[config.mk]
export PLATFORM = sky130hd
export DESIGN_NAME = mode_sequencer
export DESIGN_NICKNAME = d
export VERILOG_FILES = /design/src/rtl/clock_pkg.sv /design/src/rtl/btn_debounce.sv /design/src/rtl/mode_sequencer.sv
export SDC_FILE = /design/constraint.sdc
export NUM_CORES = 1
export LEC_CHECK = 0
export BUFFER_PORTS_ARGS = -buffer_cell sky130_fd_sc_hd__buf_2
export CORE_AREA = 5 5 76 78
export DETAILED_ROUTE_END_ITERATION = 16
export DIE_AREA = 0 0 81 83
export PLACE_DENSITY = 0.56
export SYNTH_ARGS = -nofsm -noshare
export SYNTH_HDL_FRONTEND = slang
export SYNTH_SLANG_ARGS = --single-unit
[constraint.sdc]
create_clock -name clk -period 4.7 [get_ports clk]
set_input_delay 0.47 -clock clk [delete_from_list [all_inputs] [get_ports clk]]
set_output_delay 0.47 -clock clk [all_outputs]
set_load 0.01 [all_outputs]
[src/rtl/clock_pkg.sv]
// clock_pkg: shared mode encodings, command-pulse bundle and timing defaults for the clock front panel.
package clock_pkg;

    localparam int STATE_W          = 3;
    localparam int DEB_MS_DEF       = 20;
    localparam int TIMEOUT_S_DEF    = 30;
    localparam int REP_DELAY_MS_DEF = 500;
    localparam int REP_RATE_MS_DEF  = 100;

    typedef enum logic [STATE_W-1:0] {
        NORMAL    = 3'd0,
        SET_HOUR  = 3'd1,
        SET_MIN   = 3'd2,
        SET_SEC   = 3'd3,
        STOPWATCH = 3'd4,
        ALM_MIN   = 3'd5,
        ALM_HOUR  = 3'd6
    } mode_e;

    typedef struct packed {
        logic inc_hour;
        logic inc_min;
        logic sec_zero;
        logic inc_ahour;
        logic inc_amin;
        logic sw_clear;
    } pulse_t;

    function automatic logic is_edit(input logic [STATE_W-1:0] s);
        return s inside {SET_HOUR, SET_MIN, SET_SEC, ALM_MIN, ALM_HOUR};
    endfunction

    function automatic logic is_repeatable(input logic [STATE_W-1:0] s);
        return s inside {SET_HOUR, SET_MIN, ALM_MIN, ALM_HOUR};
    endfunction

endpackage

[src/rtl/btn_debounce.sv]
// btn_debounce: 2-flop synchronizer plus tick-counted debounce; press pulses on the debounced rising edge.
module btn_debounce
    import clock_pkg::*;
#(
    parameter int DEB_MS = DEB_MS_DEF
) (
    input  logic clk,
    input  logic clr,
    input  logic tick,
    input  logic btn,
    output logic level,
    output logic press
);

    localparam int CW = $clog2(DEB_MS + 1);

    logic [1:0]    sync_q, sync_d;
    logic [CW-1:0] cnt_q, cnt_d;
    logic          level_q, level_d, press_q, press_d;

    always_comb begin
        sync_d  = {sync_q[0], btn};
        cnt_d   = cnt_q;
        level_d = level_q;
        // any cycle where the input agrees with the level restarts the stability window
        if (sync_q[1] == level_q) begin
            cnt_d = '0;
        end else if (tick) begin
            level_d = (cnt_q == CW'(DEB_MS - 1)) ? sync_q[1] : level_q;
            cnt_d   = (cnt_q == CW'(DEB_MS - 1)) ? '0 : cnt_q + CW'(1);
        end
        press_d = level_d && !level_q;
    end

    always_ff @(posedge clk) begin
        if (clr) begin
            sync_q  <= '0;
            cnt_q   <= '0;
            level_q <= 1'b0;
            press_q <= 1'b0;
        end else begin
            sync_q  <= sync_d;
            cnt_q   <= cnt_d;
            level_q <= level_d;
            press_q <= press_d;
        end
    end

    assign level = level_q;
    assign press = press_q;

endmodule

[src/rtl/mode_sequencer.sv]
// mode_sequencer: three-button mode FSM issuing clock/alarm/stopwatch commands with edit timeout.
// Define AUTO_REPEAT_EN to auto-repeat a held inc button in the settable states.
module mode_sequencer
    import clock_pkg::*;
#(
    parameter int DEB_MS       = DEB_MS_DEF,
    parameter int TIMEOUT_S    = TIMEOUT_S_DEF,
    parameter int REP_DELAY_MS = REP_DELAY_MS_DEF,
    parameter int REP_RATE_MS  = REP_RATE_MS_DEF
) (
    input  logic               clk,
    input  logic               clr,
    input  logic               tick_1khz,
    input  logic               tick_1hz,
    input  logic               btn_mode,
    input  logic               btn_inc,
    input  logic               btn_zero,
    output logic [STATE_W-1:0] state,
    output logic               inc_hour,
    output logic               inc_min,
    output logic               sec_zero,
    output logic               inc_ahour,
    output logic               inc_amin,
    output logic               sw_clear,
    output logic               sw_run,
    output logic               alarm_on,
    output logic               edit_active
);

    localparam int TW = $clog2(TIMEOUT_S + 1);

    logic               mode_p, inc_p, zero_p, inc_lvl, rep;
    logic               unused_mode_lvl, unused_zero_lvl;
    logic               m, z, i, to_hit;
    logic [STATE_W-1:0] state_q, state_d;
    logic [TW-1:0]      to_cnt_q, to_cnt_d;
    pulse_t             pulse_q, pulse_d;
    logic               sw_run_q, sw_run_d, alarm_on_q, alarm_on_d;

    btn_debounce #(.DEB_MS(DEB_MS)) u_mode (
        .clk(clk), .clr(clr), .tick(tick_1khz), .btn(btn_mode), .level(unused_mode_lvl), .press(mode_p)
    );
    btn_debounce #(.DEB_MS(DEB_MS)) u_inc (
        .clk(clk), .clr(clr), .tick(tick_1khz), .btn(btn_inc), .level(inc_lvl), .press(inc_p)
    );
    btn_debounce #(.DEB_MS(DEB_MS)) u_zero (
        .clk(clk), .clr(clr), .tick(tick_1khz), .btn(btn_zero), .level(unused_zero_lvl), .press(zero_p)
    );

`ifdef AUTO_REPEAT_EN
    localparam int RW = $clog2(REP_DELAY_MS + 1);

    logic [RW-1:0] rep_cnt_q, rep_cnt_d;

    // after the first repeat the counter restarts part-way so later repeats come every REP_RATE_MS
    always_comb begin
        rep       = 1'b0;
        rep_cnt_d = rep_cnt_q;
        if (!(inc_lvl && is_repeatable(state_q))) begin
            rep_cnt_d = '0;
        end else if (tick_1khz) begin
            rep       = rep_cnt_q == RW'(REP_DELAY_MS - 1);
            rep_cnt_d = rep ? RW'(REP_DELAY_MS - REP_RATE_MS) : rep_cnt_q + RW'(1);
        end
    end

    always_ff @(posedge clk) begin
        if (clr) rep_cnt_q <= '0;
        else     rep_cnt_q <= rep_cnt_d;
    end
`else
    logic unused_rep;
    assign unused_rep = ^{inc_lvl, REP_DELAY_MS, REP_RATE_MS};
    assign rep        = 1'b0;
`endif

    always_comb begin
        m       = mode_p;
        z       = zero_p && !mode_p && state_q == STOPWATCH;
        i       = (inc_p || rep) && !mode_p && !z;
        to_hit  = is_edit(state_q) && to_cnt_q == TW'(TIMEOUT_S);
        state_d = (state_q > ALM_HOUR)    ? NORMAL :
                  (m && state_q == ALM_HOUR) ? NORMAL :
                  m                       ? state_q + STATE_W'(1) :
                  to_hit                  ? NORMAL : state_q;
        pulse_d           = '0;
        pulse_d.inc_hour  = i && state_q == SET_HOUR;
        pulse_d.inc_min   = i && state_q == SET_MIN;
        pulse_d.sec_zero  = i && state_q == SET_SEC;
        pulse_d.inc_ahour = i && state_q == ALM_HOUR;
        pulse_d.inc_amin  = i && state_q == ALM_MIN;
        pulse_d.sw_clear  = z;
        sw_run_d   = z ? 1'b0 : (i && state_q == STOPWATCH) ? !sw_run_q : sw_run_q;
        alarm_on_d = (i && state_q == NORMAL) ? !alarm_on_q : alarm_on_q;
        to_cnt_d   = (mode_p || inc_p || zero_p || rep || state_d != state_q) ? '0 :
                     (is_edit(state_q) && tick_1hz) ? to_cnt_q + TW'(1) : to_cnt_q;
    end

    always_ff @(posedge clk) begin
        if (clr) begin
            state_q    <= NORMAL;
            to_cnt_q   <= '0;
            pulse_q    <= '0;
            sw_run_q   <= 1'b0;
            alarm_on_q <= 1'b0;
        end else begin
            state_q    <= state_d;
            to_cnt_q   <= to_cnt_d;
            pulse_q    <= pulse_d;
            sw_run_q   <= sw_run_d;
            alarm_on_q <= alarm_on_d;
        end
    end

    assign state       = state_q;
    assign inc_hour    = pulse_q.inc_hour;
    assign inc_min     = pulse_q.inc_min;
    assign sec_zero    = pulse_q.sec_zero;
    assign inc_ahour   = pulse_q.inc_ahour;
    assign inc_amin    = pulse_q.inc_amin;
    assign sw_clear    = pulse_q.sw_clear;
    assign sw_run      = sw_run_q;
    assign alarm_on    = alarm_on_q;
    assign edit_active = is_edit(state_q);

endmodule

==> flow_summary.ini, run 1 <==
[floorplan]
die_h_um = 83
pin_count = 19
die_width_um = 81
dieArea_um2 = 6720
core_region_area_um2 = 5010
row_count = 26
start_util = 0.381

[cells_and_area]
seq_area_um2 = 861
drive_above_1_share = 0.176
fin_area_um2 = 2180
multi_input_area_um2 = 1010
diodes = 0
final_nets = 232
fillCellCount = 524
syn_to_final_growth_pct = 14.3

[setup_path]
r2r-start = state[0]
path_buf_inv = 2
slowest_delay_ns = 0.45
crit_path_start_kind = flop
r2r_slack_ns = 2.79
cp_cell_sequence = inv_1, ha_1, and2_1, or3_2, buf_2
worst_path_max_delay_cell = or3_2
critical_path.top_delay_family = simple AND/OR/NAND/NOR gates
worstRegToRegCells = 6
critPathRequiredTime_ns = 4.23
crit_type = flop to primary output
cp_max_fo = 7
cp_data_arrival_time_ns = 1.94
cp-end-kind = primary output
r2r-end = to_cnt_q[0]

[routing]
drtPass1Iterations = 4
wl_mm = 3.01
routedWlPerCell_um = 10.5
drt_iter0_markers = 37
via_per_inst = 4.58
dr_total_vias = 1310
ant_nets = 0
drc = 0

[power_and_ir_drop]
pwr_density_cell_nw_per_um2 = 313
ir_worst_vdd_mv = 0.133
power_leakage_nw = 0.871

[sta]
worst_slew_margin_rel = 0.720
tns_ns = 0
rsz0062_at_grt = false
tightest_slew_ns = 0.414
finalHoldViolCount = 0
timing.hold.ws_ns = 0.380
min_period_ns = 2.41
slew_violations = 0
fmax_mhz = 416
post-route-period-util = 0.512
skew_ns = 0.00455
setup_viol = 0

[clock_network]
cts_root_buf = clkbuf_8
cts_made_buffers = 5
htreeDepth = 2
postCtsSetupBuffers = 0
cts_hold_buffers = 0
clk_latency_ns = 0.29
clockBufferDepth = 2
cts_tree = done
clkTransAtPathRegs_ns = 0.08
cts.sinks = 43
postCtsResizedCells = 0

[placement]
dpl.hpwl_mm = 2.20
postPlaceCellArea_um2 = 2060
routabilityCongestion = 0.730
port_buffers = 18

[yosys]
synth_area_per_cell_um2 = 9.79
ys.flop_type = dfxtp_1
seq_area_frac_synth = 0.451
synthCells = 195
ys_ff_latch = 43
syn_area_um2 = 1910
yosysUniqueCellTypes = 40
synth_fp_nets = 212
async_reset_ff_frac = 0
synth-edff-count = 0
ys_warn_count = 0

[job]
drv_cap = 0

[grt]
grt_pass1_wl_mm = 5.33
antenna_found_initial = 0
grt_pass1_vias = 1195
grt_usage = 0.100
grt_overflow = 0
grt_max_degree = 22

[hold_path]
min_to = u_mode.sync_q[0]
min-delay-start = btn_mode
min_path_type = input pin to flop
holdPathStages = 2

[outcome]
outcome = finished clean
registers in the layout, summed over array words and instances (netlist names), 2 cells and up:
register and cells:
state 3, to_cnt_q 5, u_inc.cnt_q 5, u_inc.sync_q 2, u_mode.cnt_q 5, u_mode.sync_q 2
u_zero.cnt_q 5, u_zero.sync_q 2
cells in the final DEF, fill, tap and decap left out, types with 2 or more instances in the layout:
| cell | Yosys | final |
|---|---|---|
| clkbuf_8 | 0 | 6 |
| or4b_1 | 2 | 2 |
| inv_1 | 4 | 4 |
| nand2_1 | 9 | 9 |
| ha_1 | 10 | 10 |
| nor3_1 | 7 | 7 |
| buf_2 | 3 | 18 |
| or2_2 | 3 | 3 |
| xnor2_1 | 6 | 6 |
| xor2_1 | 10 | 10 |
| nand3_1 | 2 | 2 |
| mux2i_1 | 7 | 7 |
| a21o_1 | 3 | 3 |
| a211oi_2 | 3 | 3 |
| nor2_1 | 21 | 21 |
| a21oi_1 | 5 | 5 |
| nor3b_1 | 5 | 5 |
| nand4_1 | 4 | 4 |
| nand2b_1 | 2 | 2 |
| dfxtp_1 | 43 | 43 |
| nor2b_1 | 12 | 12 |
| and2_1 | 4 | 4 |
| or3_1 | 2 | 2 |
| o21ai_0 | 8 | 8 |
| and3_1 | 2 | 2 |
| a31oi_1 | 2 | 2 |
area by class of cell:
| type | instances | area share |
|---|---|---|
| Multi-Input combinational cell | 143 | 0.463 |
| Inverter | 4 | 0.00688 |
| Timing Repair Buffer | 18 | 0.0413 |
| Clock buffer | 6 | 0.0379 |
| Clock inverter | 2 | 0.0161 |
| Tap cell | 70 | 0.0402 |
| Sequential cell | 43 | 0.395 |
metrics by stage:
stage	util	std cells	setup slack, ns	total power, mW
2_1_floorplan	-	195	2.74	0.388
3_3_place_gp	0.412	278	2.63	0.393
3_5_place_dp	0.412	278	2.60	0.393
4_1_cts	0.435	286	2.26	0.694
5_1_grt	0.435	286	2.16	0.710
6_report	0.435	286	2.29	0.683
cell usage after synthesis, types with 5 or more instances:
cell     number  share of area
dfxtp_1      43           0.45
xnor2_1       6          0.028
o21ai_0       8          0.021
nor3b_1       5          0.020
nor2_1       21          0.041
nor2b_1      12          0.039
mux2i_1       7          0.037
ha_1         10          0.066
nor3_1        7          0.018
nand2_1       9          0.018
xor2_1       10          0.046
a21oi_1       5          0.013
cells by family (layout without fill, tap and decap cells):
family,after synthesis,after routing,share of synthesized area
simple gates,83,83,0.245
fa+ha+maj,10,10,0.0656
xor+xnor,16,16,0.0734
compound gates,27,27,0.109
flops,43,43,0.451
buf+inv,9,30,0.0197
mux,7,7,0.0367
metal layers:
metal  part of all wire  GRT usage  vias to the layer above  routed length [um]
met5                  0          0                        -                   0
met4              0.011     0.0415                        0                  34
met3              0.038     0.0357                        4                 115
met2               0.45      0.151                       16                1360
met1               0.50      0.127                      582                1500
li1                   -          -                      708                   -
worst max path at each step:
stage / start / cells past startpoint / to
finish: state[0] / 5 / edit_active
global route: state[0] / 5 / edit_active
CTS: state[0] / 5 / edit_active
detailed placement: state[0] / 5 / edit_active
global placement: state[0] / 5 / edit_active
floorplan: state[0] / 4 / edit_active
power by group:
group	switching, mW	internal [mW]	total (mW)	leakage [nW]
combinational	0.00924	0.00692	0.0162	0.462
sequential	0.00129	0.367	0.368	0.348
clock	0.127	0.172	0.299	0.0612
total	0.137	0.546	0.683	0.871
(Power assumes the default switching activity.)
==> inputs of run 2 (changes only) <==
--- a/config.mk
+++ b/config.mk
@@ -5,6 +5,7 @@
 export SDC_FILE = /design/constraint.sdc
 export NUM_CORES = 1
 export LEC_CHECK = 0
+export ABC_AREA = 1
 export BUFFER_PORTS_ARGS = -buffer_cell sky130_fd_sc_hd__buf_2
 export CORE_AREA = 5 5 76 78
 export DETAILED_ROUTE_END_ITERATION = 16
==> constraint.sdc (replaced) <==
create_clock -name clk -period 2.31 [get_ports clk]
set_input_delay 0.231 -clock clk [delete_from_list [all_inputs] [get_ports clk]]
set_output_delay 0.231 -clock clk [all_outputs]
set_load 0.01 [all_outputs]
==> run 2 against run 1 <==
Net effect: core utilization decreased by 0.62 points; routed wire length is 6.5% higher; worst setup slack worse by 1.9 ns; clock-buffer cell count unchanged; sequential cell count unchanged; clock power increased by 53%.
==> flow_summary.ini, run 2 <==
[clock_network]
postCtsSetupBuffers = 0
postCtsResizedCells = 0
clkTransAtPathRegs_ns = 0.08
cts_root_buf = clkbuf_8
htreeDepth = 2
clockBufferDepth = 2
cts.sinks = 43
cts_tree = done
cts_hold_buffers = 0
clk_latency_ns = 0.29
cts_made_buffers = 5

[yosys]
synth_common_cells = dfxtp_1 (43), inv_1 (36), nand2_1 (36), nor2_1 (36), a21oi_1 (11)
synth_top_area_cell = dfxtp_1
synth-xor-area-share = 0.0500
syn_area_um2 = 1930
synthSimpleGateAreaFrac = 0.281
synth_top_family_by_area = simple AND/OR/NAND/NOR gates
seq_area_frac_synth = 0.447
synth_fp_nets = 261
synthCells = 244
synth-edff-count = 0
synth-compound-area-share = 0.0669
ys_ff_latch = 43
synth.area.mux_share = 0
netlist_top_cells_area = dfxtp_1 (45%), inv_1 (7.0%), nand2_1 (7.0%), nor2_1 (7.0%), ha_1 (6.5%)
yosysUniqueCellTypes = 29
ys_warn_count = 0
synth_area_per_cell_um2 = 7.90
async_reset_ff_frac = 0
synth_top_area_share = 0.447
yosysMostFrequentCell = dfxtp_1
synthAdderAreaFrac = 0.0649
ys.flop_type = dfxtp_1

[routing]
drt_iter0_markers = 50
drtPass1Iterations = 4
drc = 0
ant_nets = 0
wl_mm = 3.21
dr_total_vias = 1488
via_per_inst = 4.46
routedWlPerCell_um = 9.60

[floorplan]
core_region_area_um2 = 5010
row_count = 26
start_util = 0.385
die_width_um = 81
pin_count = 19
die_h_um = 83
dieArea_um2 = 6720

[power_and_ir_drop]
pwr_density_cell_nw_per_um2 = 578
power_leakage_nw = 0.891
ir_worst_vdd_mv = 0.344

[setup_path]
crit_path_start_kind = flop
cp-end-kind = primary output
critPathRequiredTime_ns = 2.08
r2r_slack_ns = 0.50
crit_end = edit_active
r2r-end = to_cnt_q[0]
r2r-start = state[0]
crit_type = flop to primary output
cp_max_fo = 6
worstRegToRegCells = 12
crit_path_start = state[0]
cp_data_arrival_time_ns = 1.68

[cells_and_area]
fin_area_um2 = 2150
final_common_cell = dfxtp_1
syn_to_final_growth_pct = 11.6
diodes = 0
final_cell_mix = dfxtp_1 (43), inv_1 (36), nand2_1 (36), nor2_1 (36), buf_2 (18)
fillCellCount = 529
drive_above_1_share = 0.144
final_nets = 280

[job]
drv_cap = 0

[sta]
rsz0062_at_grt = false
tns_ns = 0
fmax_mhz = 523
worst_slew_margin_rel = 0.651
finalHoldViolCount = 0
skew_ns = 0.00738
tightest_slew_ns = 0.518
slew_violations = 0
post-route-period-util = 0.828
setup_viol = 0
min_period_ns = 1.91

[grt]
antenna_found_initial = 0
grt_overflow = 0
grt_max_degree = 20
grt_pass1_vias = 1304
grt_pass1_wl_mm = 5.49
grt_usage = 0.103

[placement]
postPlaceCellArea_um2 = 2060
routabilityCongestion = 0.755
port_buffers = 18
dpl.hpwl_mm = 2.37

[hold_path]
min_path_type = input pin to flop
holdPathStages = 3

[outcome]
outcome = finished clean
## run 2: cell count changes after synthesis, sizes merged, moves of 4 or more
cell / delta
nand3: +8
nor4: +5
nand4: +4
nor2b: -13
nor2: +19
nand2: +31
mux2i: -7
nor3b: -4
a21oi: +7
inv: +32
and2: -4
## run 2: worst min path at each step
stage                    start               end  slack (ns)
2_1_floorplan          btn_inc   u_inc.sync_q[0]        0.34
6_report              btn_mode  u_mode.sync_q[0]        0.14
3_5_place_dp   u_inc.sync_q[0]   u_inc.sync_q[1]        0.40
5_1_grt               btn_zero  u_zero.sync_q[0]        0.15
4_1_cts                btn_inc   u_inc.sync_q[0]        0.13
3_3_place_gp   u_inc.sync_q[0]   u_inc.sync_q[1]        0.39
## run 2: power breakdown
group | switching (mW) | total, mW | internal, mW
combinational | 0.0245 | 0.0360 | 0.0115
sequential | 0.00328 | 0.750 | 0.747
clock | 0.246 | 0.458 | 0.211
total | 0.274 | 1.24 | 0.969
## run 2: critical path: stages, from the launching register on
cell and delay (ns):
dfxtp_1 0.45, inv_1 0.13, ha_1 0.22, inv_1 0.13, nand3_4 0.11, nand2_1 0.17
inv_1 0.05, buf_2 0.13
## run 2: layer usage
layer  GRT usage  wire (um)
met5           0          0
met4      0.0599         78
met3      0.0303        129
met2       0.156       1380
met1       0.127       1620
## run 2: metrics by stage
| stage | worst slack [ns] | hold slack, ns | power [mW] | util | instances |
|---|---|---|---|---|---|
| floorplan | 0.656 | 0.338 | 0.793 | - | 244 |
| global placement | 0.498 | 0.393 | 0.804 | 0.412 | 326 |
| detailed placement | 0.523 | 0.398 | 0.804 | 0.412 | 326 |
| CTS | 0.377 | 0.133 | 1.27 | 0.429 | 334 |
| global route | 0.275 | 0.149 | 1.31 | 0.429 | 334 |
| finish | 0.396 | 0.140 | 1.24 | 0.429 | 334 |
## run 2: cells by family after synthesis
logic type / Yosys count
simple gates: 115
flops: 43
buf+inv: 42
compound gates: 23
xor+xnor: 11
fa+ha+maj: 10
## run 2: layout make-up
cell class / count / area, um2 / share of cell area
flip-flops and latches: 43 / 861 / 0.400
clock inverters: 2 / 12.5 / 0.00582
well taps: 70 / 87.6 / 0.0407
inverters: 36 / 135 / 0.0629
clock buffers: 6 / 72.6 / 0.0338
multi-input cells: 159 / 891 / 0.414
repair buffers: 18 / 90.1 / 0.0419
==> inputs of run 3 (changes only) <==
--- a/config.mk
+++ b/config.mk
@@ -5,7 +5,7 @@
 export SDC_FILE = /design/constraint.sdc
 export NUM_CORES = 1
 export LEC_CHECK = 0
-export ABC_AREA = 1
+export ABC_AREA = 0
 export BUFFER_PORTS_ARGS = -buffer_cell sky130_fd_sc_hd__buf_2
 export CORE_AREA = 5 5 76 78
 export DETAILED_ROUTE_END_ITERATION = 16
==> constraint.sdc (replaced) <==
create_clock -name clk -period 1.9 [get_ports clk]
set_input_delay 0.19 -clock clk [delete_from_list [all_inputs] [get_ports clk]]
set_output_delay 0.19 -clock clk [all_outputs]
set_load 0.01 [all_outputs]
==> run 3 against run 2 <==
Net effect: die area unchanged; critical path depth down 2; via count down 9.1%; clock skew down 0.0025 ns; cell count down 13%; sequential share of layout area down 0.99 points; highest routed layer unchanged.
==> flow_summary.ini, run 3 (same netlist as run 1, synthesis figures left out) <==
[placement]
place_ws_ns = 0.238
dpl.hpwl_mm = 2.35
routabilityCongestion = 0.735
postPlaceCellArea_um2 = 2100
port_buffers = 18

[floorplan]
core_region_area_um2 = 5010
die_width_um = 81
die_h_um = 83
row_count = 26
dieArea_um2 = 6720
pin_count = 19
start_util = 0.381

[clock_network]
postCtsResizedCells = 2
cts.sinks = 43
cts_tree = done
cts_root_buf = clkbuf_8
cts_hold_buffers = 0
postCtsSetupBuffers = 0
clkTransAtPathRegs_ns = 0.08
clk_latency_ns = 0.29
clockBufferDepth = 2
cts_made_buffers = 5
htreeDepth = 2

[sta]
post-route-period-util = 0.952
finalHoldViolCount = 0
fin_ws_ns = 0.0910
tns_ns = 0
setup_viol = 0
skew_ns = 0.00489
slew_violations = 0
rsz0062_at_grt = false
fmax_mhz = 553
tightest_slew_ns = 0.376
worst_slew_margin_rel = 0.746
min_period_ns = 1.81

[outcome]
outcome = finished clean

[power_and_ir_drop]
power_leakage_nw = 0.889
p_total_mw = 1.58
pwr_density_cell_nw_per_um2 = 715
ir_worst_vdd_mv = 0.225

[setup_path]
worst_path_max_delay_cell = or3_2
crit_type = flop to primary output
cp-end-kind = primary output
slowest_delay_ns = 0.44
cp_max_fo = 4
critPathRequiredTime_ns = 1.71
critical_path.top_delay_family = simple AND/OR/NAND/NOR gates
path_buf_inv = 2
cp_cell_sequence = inv_1, ha_2, and2_4, or3_2, buf_2
r2r_slack_ns = 0.30
cp_data_arrival_time_ns = 1.62
crit_path_start_kind = flop

[routing]
via_per_inst = 4.65
routedWlPerCell_um = 11.0
drc = 0
dr_total_vias = 1353
wl_mm = 3.20
drtPass1Iterations = 4
ant_nets = 0
drt_iter0_markers = 49

[hold_path]
min_path_type = input pin to flop

[cells_and_area]
fin_area_um2 = 2210
drive_above_1_share = 0.204
final_nets = 237
final_common_cell = dfxtp_1
diodes = 0
final_cell_mix = dfxtp_1 (42), nor2_1 (21), buf_2 (18)
fin_util = 0.441
syn_to_final_growth_pct = 15.7

[grt]
grt_overflow = 0
grt_usage = 0.106
grt_pass1_wl_mm = 5.73
antenna_found_initial = 0
grt_max_degree = 22
grt_pass1_vias = 1288

[job]
drv_cap = 0
-- run 3: cell count changes in the layout (fill, tap and decap cells not counted), moves of 4 or more --
cell     change
nand4_1      -4
nor2b_1     +12
buf_4        +5
nand2_1     -27
nor3b_1      +4
nor2_1      -15
nor4_1       -5
mux2i_1      +7
inv_1       -32
nand2_2      -4
nand3_1      -6
a21oi_1      -6
-- run 3: path summary, 6_finish.rpt --
| path | start | end | cells after the start |
|---|---|---|---|
| worst max-delay path | state[0] | edit_active | 5 |
| worst min-delay path | btn_mode | u_mode.sync_q[0] | 2 |
| worst max register to register | state[1] | to_cnt_q[0] | 6 |
| worst min register to register | u_zero.sync_q[0] | u_zero.sync_q[1] | 1 |
-- run 3: through the flow --
step	cells	hold slack, ns
floorplan	195	0.318
global placement	283	0.399
detailed placement	283	0.402
CTS	291	0.0927
global route	291	0.0921
finish	291	0.103
-- run 3: final cells by class --
type	count	area, um2
fill	537	2800
sequential	43	862
multi-input combinational	143	1010
tap	70	87.6
clock buffer	8	100
inverter	4	15.0
timing repair buffer	23	128
-- run 3: where the power goes --
part | switching (mW) | leakage (nW) | internal (mW)
Sequential | 0.00333 | 0.348 | 0.907
Combinational | 0.0237 | 0.489 | 0.0184
Clock | 0.294 | 0.0515 | 0.332
-- run 3: routing by layer --
metal  wire length, um  share of wire  GRT usage
met2              1390           0.43      0.159
met5                 0              0          0
met3               126          0.039     0.0357
met1              1620           0.51      0.137
met4                63          0.020     0.0461
